`src/rtl/seq_gen_1010_if.sv`:
```
// seq_gen_1010_if
//   Control/data bundle between a stimulus controller and seq_gen_1010.
//   master : drives start/abort/reps/gap, observes the serial stream and status.
//   slave  : the pattern generator side.
//   Signals:
//     start   - request a run (seen only while the generator is idle)
//     abort   - synchronous cancel of a run in progress
//     reps    - repetition count, CNT_W bits (0 = continuous when looping is built in)
//     gap     - idle-zero cycles between repetitions, GAP_W bits
//     out     - serial pattern bit
//     frame   - out currently carries a pattern bit
//     busy    - a run is in progress (pattern or gap)
//     done    - one-cycle pulse after the final bit of a finite run
//     pat_cnt - fully emitted patterns since the last accepted start (saturating)
interface seq_gen_1010_if #(
   parameter int CNT_W = 8,
   parameter int GAP_W = 4
);
   logic             start;
   logic             abort;
   logic [CNT_W-1:0] reps;
   logic [GAP_W-1:0] gap;
   logic             out;
   logic             frame;
   logic             busy;
   logic             done;
   logic [CNT_W-1:0] pat_cnt;

   modport master (
      output start, abort, reps, gap,
      input  out, frame, busy, done, pat_cnt
   );

   modport slave (
      input  start, abort, reps, gap,
      output out, frame, busy, done, pat_cnt
   );
endinterface

```
`src/rtl/seq_gen_1010.sv`:
```
// seq_gen_1010
//   Serial pattern transmitter feeding the 1010 sequence detectors, one bit per
//   clk. On start it shifts PATTERN out MSB first, reps times, with gap
//   idle-zero cycles between repetitions, then pulses done.
//   Ports:
//     clk   - clock, rising edge
//     rst_n - asynchronous active-low reset
//     bus   - seq_gen_1010_if.slave (start/abort/reps/gap in;
//             out/frame/busy/done/pat_cnt out, all registered)
//   Build option:
//     SEQ_GEN_LOOP_EN - when defined, start with reps=0 runs the pattern
//                       continuously until abort or reset (no done pulse).
//                       When undefined, reps=0 requests are ignored.
module seq_gen_1010 #(
   parameter int               PAT_W   = 4,
   parameter logic [PAT_W-1:0] PATTERN = 4'b1010,
   parameter int               CNT_W   = 8,
   parameter int               GAP_W   = 4
) (
   input  logic             clk,
   input  logic             rst_n,
   seq_gen_1010_if.slave    bus
);

   localparam int               IDX_W   = (PAT_W > 1) ? $clog2(PAT_W) : 1;
   localparam logic [IDX_W-1:0] IDX_TOP = IDX_W'(PAT_W - 1);

   typedef enum logic [1:0] {IDLE, SEND, GAP, DONE} state_t;

   state_t           state_q, state_d;
   logic [IDX_W-1:0] idx_q, idx_d, idx_dec;
   logic [CNT_W-1:0] left_q, left_d;
   logic [CNT_W-1:0] cnt_q, cnt_d, cnt_inc;
   logic [GAP_W-1:0] gap_q, gap_d;
   logic [GAP_W-1:0] gcnt_q, gcnt_d;
   logic             loop_q, loop_d;
   logic             out_q, out_d;
   logic             frame_q, frame_d;
   logic             busy_q, busy_d;
   logic             done_q, done_d;
   logic             accept;
   logic             last_rep;

`ifdef SEQ_GEN_LOOP_EN
   assign accept = bus.start;
`else
   assign accept = bus.start && (bus.reps != '0);
`endif

   assign idx_dec  = idx_q - 1'b1;
   assign cnt_inc  = (cnt_q == '1) ? cnt_q : cnt_q + 1'b1;
   // In continuous mode the remaining count is never consulted.
   assign last_rep = !loop_q && (left_q == CNT_W'(1));

   always_comb begin
      state_d = state_q;
      idx_d   = idx_q;
      left_d  = left_q;
      cnt_d   = cnt_q;
      gap_d   = gap_q;
      gcnt_d  = gcnt_q;
      loop_d  = loop_q;
      out_d   = 1'b0;
      frame_d = 1'b0;
      busy_d  = 1'b0;
      done_d  = 1'b0;

      // Outputs are computed for the state being entered, so that the
      // registered copies line up with the state they describe.
      case (state_q)
         IDLE: begin
            if (accept) begin
               state_d = SEND;
               idx_d   = IDX_TOP;
               left_d  = bus.reps;
               gap_d   = bus.gap;
               loop_d  = (bus.reps == '0);
               cnt_d   = '0;
               out_d   = PATTERN[PAT_W-1];
               frame_d = 1'b1;
               busy_d  = 1'b1;
            end
         end

         SEND: begin
            if (bus.abort) begin
               state_d = IDLE;
            end else if (idx_q != '0) begin
               idx_d   = idx_dec;
               out_d   = PATTERN[idx_dec];
               frame_d = 1'b1;
               busy_d  = 1'b1;
            end else begin
               cnt_d = cnt_inc;
               if (!loop_q) begin
                  left_d = left_q - 1'b1;
               end
               if (last_rep) begin
                  state_d = DONE;
                  done_d  = 1'b1;
               end else if (gap_q == '0) begin
                  idx_d   = IDX_TOP;
                  out_d   = PATTERN[PAT_W-1];
                  frame_d = 1'b1;
                  busy_d  = 1'b1;
               end else begin
                  state_d = GAP;
                  gcnt_d  = gap_q;
                  busy_d  = 1'b1;
               end
            end
         end

         GAP: begin
            if (bus.abort) begin
               state_d = IDLE;
            end else if (gcnt_q == GAP_W'(1)) begin
               state_d = SEND;
               idx_d   = IDX_TOP;
               out_d   = PATTERN[PAT_W-1];
               frame_d = 1'b1;
               busy_d  = 1'b1;
            end else begin
               gcnt_d = gcnt_q - 1'b1;
               busy_d = 1'b1;
            end
         end

         DONE: begin
            state_d = IDLE;
         end

         default: begin
            state_d = IDLE;
         end
      endcase
   end

   always_ff @(posedge clk or negedge rst_n) begin
      if (!rst_n) begin
         state_q <= IDLE;
         idx_q   <= '0;
         left_q  <= '0;
         cnt_q   <= '0;
         gap_q   <= '0;
         gcnt_q  <= '0;
         loop_q  <= 1'b0;
         out_q   <= 1'b0;
         frame_q <= 1'b0;
         busy_q  <= 1'b0;
         done_q  <= 1'b0;
      end else begin
         state_q <= state_d;
         idx_q   <= idx_d;
         left_q  <= left_d;
         cnt_q   <= cnt_d;
         gap_q   <= gap_d;
         gcnt_q  <= gcnt_d;
         loop_q  <= loop_d;
         out_q   <= out_d;
         frame_q <= frame_d;
         busy_q  <= busy_d;
         done_q  <= done_d;
      end
   end

   assign bus.out     = out_q;
   assign bus.frame   = frame_q;
   assign bus.busy    = busy_q;
   assign bus.done    = done_q;
   assign bus.pat_cnt = cnt_q;

endmodule

```
`src/flat_wrapper.sv`:
```
// flat-port wrapper written by rule: the top's interface ports become plain ports
module seq_gen_1010_flat 
#(
   parameter int               PAT_W   = 4,
   parameter logic [PAT_W-1:0] PATTERN = 4'b1010,
   parameter int               CNT_W   = 8,
   parameter int               GAP_W   = 4
)
  (clk, rst_n, bus_start, bus_abort, bus_reps, bus_gap, bus_out, bus_frame, bus_busy, bus_done, bus_pat_cnt);
  seq_gen_1010_if #(.CNT_W(CNT_W), .GAP_W(GAP_W)) bus_i ();
  input  logic clk;
  input  logic rst_n;
  input wire logic [$bits(bus_i.start)-1:0] bus_start;
  input wire logic [$bits(bus_i.abort)-1:0] bus_abort;
  input wire logic [$bits(bus_i.reps)-1:0] bus_reps;
  input wire logic [$bits(bus_i.gap)-1:0] bus_gap;
  output wire logic [$bits(bus_i.out)-1:0] bus_out;
  output wire logic [$bits(bus_i.frame)-1:0] bus_frame;
  output wire logic [$bits(bus_i.busy)-1:0] bus_busy;
  output wire logic [$bits(bus_i.done)-1:0] bus_done;
  output wire logic [$bits(bus_i.pat_cnt)-1:0] bus_pat_cnt;
  assign bus_i.start = bus_start;
  assign bus_i.abort = bus_abort;
  assign bus_i.reps = bus_reps;
  assign bus_i.gap = bus_gap;
  assign bus_out = bus_i.out;
  assign bus_frame = bus_i.frame;
  assign bus_busy = bus_i.busy;
  assign bus_done = bus_i.done;
  assign bus_pat_cnt = bus_i.pat_cnt;
  seq_gen_1010 #(.PAT_W(PAT_W), .PATTERN(PATTERN), .CNT_W(CNT_W), .GAP_W(GAP_W)) u_core (.clk(clk), .rst_n(rst_n), .bus(bus_i));
endmodule
```
`config.mk`:
```
export PLATFORM = sky130hd
export DESIGN_NAME = seq_gen_1010_flat
export DESIGN_NICKNAME = d
export VERILOG_FILES = /design/src/rtl/seq_gen_1010_if.sv /design/src/rtl/seq_gen_1010.sv /design/src/flat_wrapper.sv
export SDC_FILE = /design/constraint.sdc
export NUM_CORES = 1
export LEC_CHECK = 0
export BUFFER_PORTS_ARGS = -buffer_cell sky130_fd_sc_hd__buf_2
export CAP_MARGIN = 20
export CORE_MARGIN = 2
export CORE_UTILIZATION = 30
export DETAILED_ROUTE_END_ITERATION = 8
export SKIP_CTS_REPAIR_TIMING = 1
export SLEW_MARGIN = 20
export SYNTH_ARGS = -nofsm -noshare
export SYNTH_HDL_FRONTEND = slang
export SYNTH_SLANG_ARGS = --single-unit
```
`constraint.sdc`:
```
create_clock -name clk -period 2.1 [get_ports clk]
set_input_delay 0.42 -clock clk [delete_from_list [all_inputs] [get_ports clk]]
set_output_delay 0.42 -clock clk [all_outputs]
set_load 0.02 [all_outputs]
```
==> results.yml <==
synthesis:
  postSynthAreaPerCell_um2: 8.90
  synth_seq_cells: 33
  ys_types: 40
  synth_seq_area_share_pct: 45.0
  yosysWarnings: 0
  synthCells: 206
  syn_nets: 228
  netlist_area_mm2: 0.00183
global_route:
  grt_pass1_wl_mm: 7.38
  grtUsageMet1_pct: 19.2
  antenna_found_initial: 0
  grt_pass1_vias: 1554
  use_met2_pct: 22.3
  grt_use_total_pct: 14.3
  grt_max_degree: 34
  grt-ovfl-total: 0
  grt_busiest_layer: "met2"
  use_met3_pct: 3.26
sta:
  relSlewSlack_pct: 50.6
  fin_skew_ns: 0.00229
  layout_setup_ws_ns: 0.185
  worst_pin_slew_ns: 0.740
  holdWs_ns: 0.196
  slew_violations: 0
  finalHoldViolCount: 0
  max_freq_mhz: 522
  post-route-min-period_ns: 1.92
  finalSetupTns_ns: 0
  setup_viol: 0
  grt_setup_unrepaired: "false"
  fin_crit_sh_pct: 91.2
clock_tree:
  numCtsBuffers: 5
  clock_sinks: 33
  cts-root-buf: "clkbuf_8"
  clkTransAtPathRegs_ns: 0.07
  htree_levels: 2
  cts_tree: "yes"
  clk_latency_ns: 0.28
  clockBufferDepth: 2
power:
  p_int_mw: 1.64
  power_frac_clock_pct: 16.3
  p_sw_mw: 1.17
  combinationalPowerShare_pct: 46.9
  p_leak_nw: 1.07
  ir_drop_v: 0.000456
  p_per_area_mw_per_mm2: 1240
  p_sw_share_pct: 41.6
  seq_power_share_pct: 36.8
drt:
  wl_mm: 4.32
  drt_iter0_drc: 113
  antenna_left: 0
  via_count: 1690
  via_per_inst: 5.17
  first_pass_iters: 4
  wl_per_cell_um: 13.2
  drc: 0
finish:
  syn_to_final_growth_pct: 23.5
  num_antenna_cells: 0
  layout-drive-gt1-share_pct: 23.4
  n_fill_cell: 609
  fin_nets: 273
  design_area_mm2: 0.00226
setup_path:
  crit_chain: "inv_1 > ha_1 > nor3b_1 > nand4_1 > nand3_1 > and2_4 > mux2_1"
  critical_path_class: "flop to flop"
  cp_top_family: "simple AND/OR/NAND/NOR gates"
  slowest_stage: "dfrtp_1"
  critical_path_buf_inv_count: 1
  worstPathRequired_ns: 2.27
  cp_slowest_stage_delay_ns: 0.40
  worst_r2r_path_depth: 7
  worst-path-stages: 7
  crit_fanout: 4
  start_kind: "flop"
  arrival_ns: 2.08
  cp-end-kind: "flop"
run_status:
  status: "finished, final reports clean"
place:
  place_congestion: 0.795
  placed_area_mm2: 0.00218
  place.detailed.hpwl_mm: 3.29
  place_ws_ns: -0.0327
  place.port_buffers: 27
floorplan:
  core_area_mm2: 0.00592
  die_area_mm2: 0.00676
  initial_utilization_pct: 31.0
  die_w_um: 82.2
  ioPinCount: 28
  die_y_um: 82.2
  row_count: 28
worst_hold_path:
  hp-class: "input pin to asynchronous set/reset pin"
job:
  cap_violations: 0
[logic make-up after synthesis]
family | count (synthesis) | synth area share (%)
compound gates | 64 | 22.4
mux | 2 | 1.23
simple gates | 86 | 24.1
fa+ha+maj | 6 | 4.09
buf+inv | 15 | 3.14
flops | 33 | 45.0
[worst reg2reg max path, stage by stage (launching register included)]
cell and delay (ns):
dfrtp_1 0.40, inv_1 0.10, ha_1 0.18, nor3b_1 0.30, nand4_1 0.16, nand3_1 0.16
and2_4 0.18, mux2_1 0.32
[final timing paths]
path	from	to	slack (ns)
worst min register to register	u_core.idx_q[0]	u_core.idx_q[0]	0.50
min in group clk	bus_gap[0]	u_core.gap_q[0]	0.33
worst max-delay path	u_core.left_q[1]	u_core.idx_q[1]	0.18
max in group asynchronous	rst_n	u_core.state_q[1]	1.43
worst min-delay path	rst_n	u_core.left_q[2]	0.20
worst max register to register	u_core.left_q[1]	u_core.idx_q[1]	0.18
[layout make-up]
type / count / area [µm²] / area share (%)
clock buffer: 6 / 72.6 / 3.20
clock inverter: 2 / 10.0 / 0.442
inverter: 10 / 37.5 / 1.66
multi-input combinational: 158 / 957 / 42.3
sequential: 33 / 826 / 36.5
tap: 75 / 93.8 / 4.14
timing repair buffer: 43 / 268 / 11.8
[flip-flops by register name, summed over array words and instances, names as in the netlist]
signal	flops
u_core.bus.pat_cnt	8
u_core.gcnt_q	4
u_core.left_q	8
u_core.bus.done	1
u_core.loop_q	1
u_core.bus.out	1
u_core.gap_q	4
u_core.state_q	2
u_core.bus.busy	1
u_core.bus.frame	1
u_core.idx_q	2
[layer usage]
layer	up-vias	share of wire (%)	wire [µm]
li1	836	-	-
met1	815	47	2050
met2	32	47	2010
met3	7	4.4	192
met4	0	1.5	63
met5	-	0	0
[synth_stat cells]
cell type  number  area share, %
o22ai_1         1           0.34
a211oi_1        1           0.41
and3_1          3            1.0
o22a_1          4            1.9
nand2_1        18            3.7
nor4bb_1        1           0.55
a21oi_2         1           0.48
and2_4          1           0.48
o21a_1          4            1.6
or3_1           1           0.34
o21ai_0        19            5.2
o211a_4         1           0.96
o211a_1         1           0.55
and2_1          2           0.68
ha_1            6            4.1
nor2b_1         3            1.0
nor3b_1         4            1.6
nand3_1         8            2.2
a32oi_1         1           0.48
nor3_1          5            1.4
o41ai_1         1           0.48
nand4_1         3            1.0
clkbuf_1        4           0.82
nand4bb_1       1           0.61
nor2_1         28            5.7
o211ai_2        1           0.68
or4_1           1           0.41
dfrtp_1        33             45
nor4b_1         1           0.48
a21oi_1        17            4.6
buf_2           1           0.27
nand2b_1        3            1.0
mux2_1          2            1.2
a22oi_1         2           0.82
a31oi_1         7            2.4
o31ai_1         2           0.82
inv_1          10            2.0
nor2_4          1           0.61
a31oi_2         1           0.68
or4_4           2            1.2
[power groups by stage]
stage	registers, mW	clock network (mW)	logic, mW
after floorplan	1.04	0	0.860
after global placement	1.04	0	1.29
after detailed placement	1.05	0	1.32
after CTS	1.04	0.477	1.32
after global routing	1.07	0.503	1.50
final	1.04	0.458	1.32
[through the flow]
stage               util (%)  instances  total power, mW
global placement        36.7        319             2.33
finish                  38.3        327             2.82
floorplan                  -        206             1.90
global route            38.3        327             3.08
CTS                     38.1        327             2.83
detailed placement      36.7        319             2.36
[cell usage in the layout (no fill, tap or decap), drive strengths merged, types with 2 or more instances in the layout]
cell / count
a21oi: 18
a22oi: 2
a31oi: 8
and2: 3
and3: 3
buf: 43
clkbuf: 6
clkinv: 2
dfrtp: 33
ha: 6
inv: 10
mux2: 2
nand2: 18
nand2b: 3
nand3: 8
nand4: 3
nor2: 29
nor2b: 3
nor3: 5
nor3b: 4
o211a: 2
o21a: 4
o21ai: 19
o22a: 4
o31ai: 2
or4: 3
Note: power is estimated with default switching activity, not from simulation.
